### config.mk
export PLATFORM = sky130hd
export DESIGN_NAME = rcon_gen
export DESIGN_NICKNAME = d
export VERILOG_FILES = /design/src/rtl/aes_kx_pkg.sv /design/src/rtl/gf_xtime.sv /design/src/rtl/rcon_gen.sv
export SDC_FILE = /design/constraint.sdc
export NUM_CORES = 1
export LEC_CHECK = 0
export CORE_UTILIZATION = 40
export CTS_BUF_LIST = sky130_fd_sc_hd__clkbuf_4 sky130_fd_sc_hd__clkbuf_8
export DETAILED_ROUTE_END_ITERATION = 10
export HOLD_SLACK_MARGIN = 0.02
export PLACE_DENSITY = 0.78
export RECOVER_POWER = 100
export SYNTH_ARGS = -nofsm -noshare
export SYNTH_HDL_FRONTEND = slang
export SYNTH_HIERARCHICAL = 1
export SYNTH_SLANG_ARGS = --single-unit
### constraint.sdc
create_clock -name clk -period 4.1 [get_ports clk]
set_input_delay 0.41 -clock clk [delete_from_list [all_inputs] [get_ports clk]]
set_output_delay 0.41 -clock clk [all_outputs]
set_load 0.01 [all_outputs]
### src/rtl/aes_kx_pkg.sv
// Shared AES key-expansion definitions: key-size modes, the GF(2^8)
// reduction constant, the first round constant and per-mode round counts.
package aes_kx_pkg;

  // Key size carried on the two-bit mode input.
  typedef enum logic [1:0] {
    AES_128  = 2'd0,
    AES_192  = 2'd1,
    AES_256  = 2'd2,
    AES_RSVD = 2'd3
  } aes_mode_e;

  // Sequencer states of the round-constant generator.
  typedef enum logic [1:0] {
    ST_IDLE = 2'd0,
    ST_RUN  = 2'd1,
    ST_FIN  = 2'd2
  } rcon_state_e;

  // Low byte of the AES field polynomial x^8 + x^4 + x^3 + x + 1.
  localparam logic [7:0] XTIME_POLY = 8'h1B;

  // First round constant of every sequence.
  localparam logic [7:0] RCON_INIT = 8'h01;

  // Number of round constants consumed by each key size.
  localparam logic [3:0] ROUNDS_AES128 = 4'd10;
  localparam logic [3:0] ROUNDS_AES192 = 4'd8;
  localparam logic [3:0] ROUNDS_AES256 = 4'd7;

  // Sequence length for a latched mode; the reserved code behaves as AES-128.
  function automatic logic [3:0] rcon_len(input aes_mode_e m);
    logic [3:0] len;
    case (m)
      AES_128: len = ROUNDS_AES128;
      AES_192: len = ROUNDS_AES192;
      AES_256: len = ROUNDS_AES256;
      default: len = ROUNDS_AES128;
    endcase
    return len;
  endfunction

endpackage

### src/rtl/gf_xtime.sv
// Multiplication by x in GF(2^8) with the AES polynomial. Purely
// combinational so it can be shared with MixColumns datapaths.
module gf_xtime
  import aes_kx_pkg::*;
(
  input  logic [7:0] din,
  output logic [7:0] dout
);

  // Shift left and fold the carried-out bit back in with the reduction byte.
  always_comb begin
    dout = {din[6:0], 1'b0};
    if (din[7]) begin
      dout = {din[6:0], 1'b0} ^ XTIME_POLY;
    end else begin
      dout = {din[6:0], 1'b0};
    end
  end

endmodule

### src/rtl/rcon_gen.sv
// AES key-schedule round-constant generator. After a start it presents
// 01,02,04,... one word per valid/ready handshake, flags the final word,
// and pulses done once the sequence has been fully consumed. The next
// constant is computed with gf_xtime from the current byte, so no table
// is needed and back-to-back handshakes run without bubbles.
module rcon_gen
  import aes_kx_pkg::*;
#(
  parameter int WORD_W = 32,
  parameter int CNT_W  = 4
) (
  input  logic              clk,
  input  logic              rst_n,
  input  logic              start,
  input  logic [1:0]        mode,
  input  logic              abort,
  input  logic              rcon_ready,
  output logic              rcon_valid,
  output logic [WORD_W-1:0] rcon_word,
  output logic [CNT_W-1:0]  round_idx,
  output logic              rcon_last,
  output logic              busy,
  output logic              done
);

  rcon_state_e      state_r;
  aes_mode_e        mode_r;
  logic [7:0]       byte_r;
  logic [CNT_W-1:0] idx_r;
  logic             valid_r;
  logic             last_r;
  logic             busy_r;
  logic             done_r;

  logic [7:0]       byte_next_s;
  logic [CNT_W-1:0] len_s;
  logic [CNT_W-1:0] len_start_s;
  logic [CNT_W-1:0] idx_next_s;
  logic             handshake_s;

  gf_xtime u_xtime (
    .din  (byte_r),
    .dout (byte_next_s)
  );

  // Sequence length of the latched mode, and of the mode offered with start.
  always_comb begin
    len_s       = CNT_W'(rcon_len(mode_r));
    len_start_s = CNT_W'(rcon_len(aes_mode_e'(mode)));
    idx_next_s  = idx_r + {{(CNT_W-1){1'b0}}, 1'b1};
    handshake_s = valid_r & rcon_ready;
  end

  // Sequencer with all outputs registered; abort overrides every state.
  always_ff @(posedge clk or negedge rst_n) begin
    if (!rst_n) begin
      state_r <= ST_IDLE;
      mode_r  <= AES_128;
      byte_r  <= 8'h00;
      idx_r   <= {CNT_W{1'b0}};
      valid_r <= 1'b0;
      last_r  <= 1'b0;
      busy_r  <= 1'b0;
      done_r  <= 1'b0;
    end else if (abort) begin
      state_r <= ST_IDLE;
      byte_r  <= 8'h00;
      idx_r   <= {CNT_W{1'b0}};
      valid_r <= 1'b0;
      last_r  <= 1'b0;
      busy_r  <= 1'b0;
      done_r  <= 1'b0;
    end else begin
      case (state_r)
        ST_IDLE: begin
          done_r <= 1'b0;
          if (start) begin
            state_r <= ST_RUN;
            mode_r  <= aes_mode_e'(mode);
            byte_r  <= RCON_INIT;
            idx_r   <= {{(CNT_W-1){1'b0}}, 1'b1};
            valid_r <= 1'b1;
            last_r  <= (len_start_s == {{(CNT_W-1){1'b0}}, 1'b1});
            busy_r  <= 1'b1;
          end else begin
            state_r <= ST_IDLE;
            byte_r  <= 8'h00;
            idx_r   <= {CNT_W{1'b0}};
            valid_r <= 1'b0;
            last_r  <= 1'b0;
            busy_r  <= 1'b0;
          end
        end
        ST_RUN: begin
          done_r <= 1'b0;
          busy_r <= 1'b1;
          if (handshake_s && (idx_r == len_s)) begin
            // Final word taken: drop valid and spend one cycle in FIN.
            state_r <= ST_FIN;
            byte_r  <= 8'h00;
            idx_r   <= {CNT_W{1'b0}};
            valid_r <= 1'b0;
            last_r  <= 1'b0;
          end else if (handshake_s) begin
            state_r <= ST_RUN;
            byte_r  <= byte_next_s;
            idx_r   <= idx_next_s;
            valid_r <= 1'b1;
            last_r  <= (idx_next_s == len_s);
          end else begin
            // Stall: hold the presented word until the consumer takes it.
            state_r <= ST_RUN;
            byte_r  <= byte_r;
            idx_r   <= idx_r;
            valid_r <= valid_r;
            last_r  <= last_r;
          end
        end
        ST_FIN: begin
          state_r <= ST_IDLE;
          byte_r  <= 8'h00;
          idx_r   <= {CNT_W{1'b0}};
          valid_r <= 1'b0;
          last_r  <= 1'b0;
          busy_r  <= 1'b0;
          done_r  <= 1'b1;
        end
        default: begin
          state_r <= ST_IDLE;
          byte_r  <= 8'h00;
          idx_r   <= {CNT_W{1'b0}};
          valid_r <= 1'b0;
          last_r  <= 1'b0;
          busy_r  <= 1'b0;
          done_r  <= 1'b0;
        end
      endcase
    end
  end

  // Present the byte zero-extended to the output word width.
  always_comb begin
    rcon_valid = valid_r;
    rcon_word  = WORD_W'(byte_r);
    round_idx  = idx_r;
    rcon_last  = last_r;
    busy       = busy_r;
    done       = done_r;
  end

endmodule

==> metrics, run 1 <==
outcome=finished with violations; violated checks=DRC; max cap viols=0; routed vias/inst=4.98; drt total wl=2.08 mm; Comb pwr share=15.3%; crit-path max cell delay=0.65 ns; Overall Power=392 uW; register area=500 um^2; Worst Path Arrival=2.32 ns; Mapped Area=1200 um^2; Reg clk slew, reported paths=0.11 ns; CTS Sinks=20; Worst-Skew Late Latency=0.32 ns; max-slew violations=0; part of the Yosys area used for sequential elements=41.8%; Buf/Inv on CP=1; Unique masters post-synth=35; Startpoint Class=input port; Tightest Pin Transition=0.865 ns; Longest Clk Path Bufs=2; CP delay by family, top=compound AO/OA/AOI/OAI gates; gr usage total=15.5%; flop2flop setup slack=2.18 ns; Pint=284 uW; Area Overhead vs Synth=13.0%; Setup violations, final=0; sw frac=27.5%; Die Wd=56.7 um; Post-DP HPWL=1.57 mm; Setup crit end kind=register; setup bufs post-CTS=0; post-route clock skew=0.00556 ns; Initial Utilization=42.7%; Worst path most repeated cell=a21oi_1; Iter 0 DRT Violations=30; Worst Path Max Fanout=11; total CTS buffers=3; initial antenna violation count=0; critical path class=in -> reg; Root Driver=clkbuf_4; most used flip-flop cell after synthesis=dfrtp_1; CTS tree=built; DRT Pass-1 Iters=7; largest net degree at the start of global routing=21; Synth Register Bits=20; IO Port Bufs=22; vias=831; Wirelength per Cell=12.5 um; core area=2810 um^2; hold buffer count at cts=0; grt total ovfl=0; Die Ht=56.7 um; H-Tree Depth=1; Layout Utilization=48.2%; I/O pins=47; fmax=0.486 GHz; VDD IR max=0.0980 mV; Hold WC Path Type=reg -> reg; crit path time final=2.06 ns; Fillers=261; worst path cell trace=dlygate4sd3_1, nor2_1, nand2_1, a21oi_1, a21oi_1, a21bo_1; DRC Markers=9; Critical Path RT=4.37 ns; post-CTS sizing=0; Post-synth EDFFs=0; nets@finish=145; vias in the first global route=807; GP Congestion=0.788; RSZ-0062 raised after global routing=false; LEAKAGE=0.000663 uW; first-pass GRT wire length=3.72 mm; Synth Warn #=6; Slew HR=42.2%; Syn Area/Cell=10.3 um^2; diode count=0; clock power share=30.0%; Routed Antenna Nets=0; sequential share of power=54.8%; row count=19; Final Cycle Share=50.2%; PD cells=290 nW/um^2; Fin. Hold Viols=0; Post-synth ARST share=100%; ratio of cells with drive above 1 in the final layout=5.88%; Die Area=3220 um^2; Final TNS setup=0 ns; multi-input logic area=546 um^2; Psw=108 uW; CP max stage cell=a21oi_1; Syn Inst Count=116
worst paths after layout:
path,to,cells after the start,from
hold reg to reg,done,1,state_r[0]
min in group asynchronous,byte_r[7],1,rst_n
setup / recovery,round_idx[0],6,abort
setup reg to reg,state_r[0],5,round_idx[1]
hold / removal,done,1,state_r[0]
max in group asynchronous,done,1,rst_n
cells in the mapped netlist (2+ instances only):
library cell  instances  area [um^2]
xor2_1                3         26.3
and2_1                3         18.8
nor2_1                4         15.0
nor3_1                2         10.0
buf_4                29          218
nor3b_1               5         37.5
a21oi_1               6         30.0
dfrtp_1              20          500
nand2_1               6         22.5
a22o_1                8         70.1
xnor2_1               3         26.3
mux2_2                2         22.5
o21ai_0               2         10.0
inv_1                 2         7.51
power by group through the flow:
stage          combinational [uW]  clock [uW]  sequential [uW]
6_report                     59.8         118              215
2_1_floorplan                56.1           0              218
4_1_cts                      61.2         120              215
3_5_place_dp                 61.1           0              218
5_1_grt                      66.9         129              216
3_3_place_gp                 59.4           0              218
layout make-up:
| cell class | instances | share of cell area [%] |
|---|---|---|
| Sequential cell | 20 | 37.0 |
| Tap cell | 31 | 2.87 |
| Inverter | 2 | 0.555 |
| Timing Repair Buffer | 23 | 16.6 |
| Clock buffer | 4 | 2.68 |
| Multi-Input combinational cell | 87 | 40.3 |
flip-flops by register name (all words and copies together), names as in the netlist:
register,flops
done,1
busy,1
state_r,2
rcon_valid,1
round_idx,4
mode_r,2
byte_r,8
rcon_last,1
cell usage in the layout (no fill, tap or decap), types with 2 or more instances in the layout:
cell	instances
nor2_1	4
clkdlybuf4s50_1	4
conb_1	24
nor3_1	2
o21ai_0	2
xor2_1	3
dlygate4sd3_1	18
and2_1	2
inv_1	2
a21oi_1	7
dfrtp_1	20
a22o_1	8
nor3b_1	5
mux2_2	2
xnor2_1	3
clkbuf_4	3
nand2_1	6
layer usage:
layer | part of all wire (%) | vias up | global-route usage [%]
li1 | - | 398 | -
met1 | 43 | 391 | 17.4
met2 | 48 | 37 | 27.4
met3 | 5.0 | 5 | 1.38
met4 | 3.4 | 0 | 10.7
met5 | 0 | - | 0
through the flow:
stage               area (um^2)  std cells  setup WS (ns)  hold slack (ns)
CTS                        1360        167           2.21            0.539
floorplan                  1280        139           2.40            0.114
detailed placement         1330        163           1.87            0.515
finish                     1350        167           2.04            0.531
global route               1350        167           1.78            0.568
global placement           1330        163           1.94            0.498
logic make-up (layout without fill, tap and decap cells):
logic type | after synthesis | in the layout | synth area share (%)
buffers and inverters | 32 | 29 | 19.2
and+or+nand+nor | 29 | 29 | 16.2
AOI/OAI and AO/OA | 25 | 25 | 15.2
DFF | 20 | 20 | 41.8
xor gates and xnor gates | 6 | 6 | 4.39
muxes | 2 | 2 | 1.88
adders and majority gates | 1 | 1 | 1.04
other | 1 | 24 | 0.313
Power figures use the tool's default switching activity.
==> run 2: changes to the inputs <==
- clock period: 4.1 -> 1.95 ns (I/O delays scaled with it)
==> run 2 against run 1 <==
The flow still finishes with violations (DRC); register-to-register slack lost 2.1 ns; via count grew 3.9%; wire length is essentially flat; die area is the same; sequential power grew 110%; cell count grew 2.4%; setup slack lost 1.9 ns; non-clock buffer count grew 4; sequential share of layout area shrank 0.91 points; flip-flop and latch count is the same; clock-buffer cell count is the same; critical path type is now reg -> reg; critical endpoint is now byte_r[1].
==> metrics, run 2 (synthesis gave the netlist of run 1 again) <==
outcome=finished with violations; violated checks=DRC; Initial Utilization=42.7% (unchanged); DRT Pass-1 Iters=9 (+2); crit path time final=1.85 ns; hold buffer count at cts=0 (unchanged); max-slew violations=0 (unchanged); Post-DP HPWL=1.59 mm (+1.4%); Worst Path Max Fanout=7 (-4); DRC Markers=8 (-1); Setup violations, final=0 (unchanged); critical path class=reg -> reg; Iter 0 DRT Violations=31 (+3.3%); routed vias/inst=5.05 (+1.4%); RSZ-0062 raised after global routing=false; Root Driver=clkbuf_4; max cap viols=0 (unchanged); Area Overhead vs Synth=16.1%; gr usage total=14.4% (-1.0 points); Startpoint Class=register; fmax=0.541 GHz; row count=19 (unchanged); Routed Antenna Nets=0 (unchanged); Layout Utilization=49.6% (+1.3 points); H-Tree Depth=1 (unchanged); FF-to-FF End=byte_r[1]; hold depth=2 (+1); FF-to-FF path depth=6 (+1); Fin. Hold Viols=0 (unchanged); CTS tree=built; Fillers=254 (-2.7%); Reg clk slew, reported paths=0.11 ns (about the same); most common cell after layout, fill and taps aside=conb_1; largest net degree at the start of global routing=21 (unchanged); Final Cycle Share=94.7%; diode count=0 (unchanged); Worst Path Arrival=2.06 ns (-0.26 ns); drt total wl=2.09 mm (about the same); Final TNS setup=0 ns (unchanged); total CTS buffers=3 (unchanged); core area=2810 um^2 (unchanged); GP Congestion=0.820 (+4.2%); cell count after placement=167 (+2.5%); Setup crit end kind=register; VDD IR max=0.201 mV (+110%); nets@finish=149 (+2.8%); final hold slack=0.480 ns (-0.0515 ns); Layout Cells excl Fill=171 (+2.4%); Critical Path RT=2.16 ns (-2.21 ns); first-pass GRT wire length=3.59 mm (-3.5%); vias=863 (+3.9%); Die Area=3220 um^2 (unchanged); flop2flop setup slack=0.10 ns (-2.08 ns); Die Wd=56.7 um (unchanged); largest register by flop count=byte_r; Worst-Skew Late Latency=0.31 ns (about the same); Die Ht=56.7 um (unchanged); crit path from=mode_r[0]; max reg flops=8 (unchanged); r2r startpoint=mode_r[0]; PD cells=597 nW/um^2 (+110%); Tightest Pin Transition=1.03 ns (+0.167 ns); Hold WC Path Type=in -> reg; Longest Clk Path Bufs=2 (unchanged); Critical Path End=byte_r[1]; initial antenna violation count=0 (unchanged); vias in the first global route=803 (-0.50%); post-route clock skew=0.00233 ns (-0.00323 ns); CTS Sinks=20 (unchanged); ratio of cells with drive above 1 in the final layout=10.7% (+4.8 points); grt total ovfl=0 (unchanged); LEAKAGE=0.000683 uW (+3.1%); most frequent cells in the layout=conb_1, dfrtp_1, dlygate4sd3_1; IO Port Bufs=22 (unchanged); I/O pins=47 (unchanged); Slew HR=31.2% (-11 points); Wirelength per Cell=12.2 um (-2.2%)
run 2: worst max-delay path: stages (launching register included):
cell and delay [ns]:
dfrtp_1 0.45, xnor2_1 0.18, a21oi_1 0.09, or4b_4 0.51
nor4b_4 0.16, buf_4 0.17, a22o_1 0.18
run 2: timing repair:
action                                  4_1_cts  5_1_grt
buffers inserted                              0        0
endpoints found under the setup margin        0        7
gates resized for setup                       0        2
run 2: area by class of cell:
type	instances	area [um^2]	share of cell area, %
Multi-Input combinational cell	87	558	40.1
Tap cell	31	38.8	2.79
Clock buffer	4	36.3	2.61
Timing Repair Buffer	27	248	17.8
Inverter	2	7.51	0.540
Sequential cell	20	502	36.1
run 2: power by group:
group	internal, uW	total, uW	switching (uW)
registers	431	453	22.3
clock network	114	247	133
logic	57.4	130	73.1
run 2: how the worst min path moves through the flow:
stage	startpoint	to	slack (ns)
3_3_place_gp	state_r[0]	done	0.50
6_report	abort	done	0.48
2_1_floorplan	rst_n	busy	-0.10
4_1_cts	rst_n	byte_r[4]	0.21
5_1_grt	abort	done	0.50
3_5_place_dp	rcon_last	rcon_last	0.51
run 2: stage by stage:
step | worst slack (ns) | total power (uW) | instance area (um^2)
global route | 0.00470 | 868 | 1390
floorplan | 0.252 | 577 | 1280
detailed placement | 0.0895 | 592 | 1360
finish | 0.103 | 830 | 1390
global placement | 0.135 | 588 | 1360
CTS | 0.0670 | 831 | 1390
run 2: metal layers:
| layer | share of wire (%) | vias to the layer above | track usage [%] | wire length, um |
|---|---|---|---|---|
| met5 | 0 | - | 0 | 0 |
| met4 | 2.7 | 0 | 8.93 | 56 |
| met3 | 4.9 | 5 | 1.61 | 103 |
| met2 | 49 | 33 | 24.0 | 1030 |
| met1 | 43 | 418 | 17.8 | 901 |
| li1 | - | 407 | - | - |
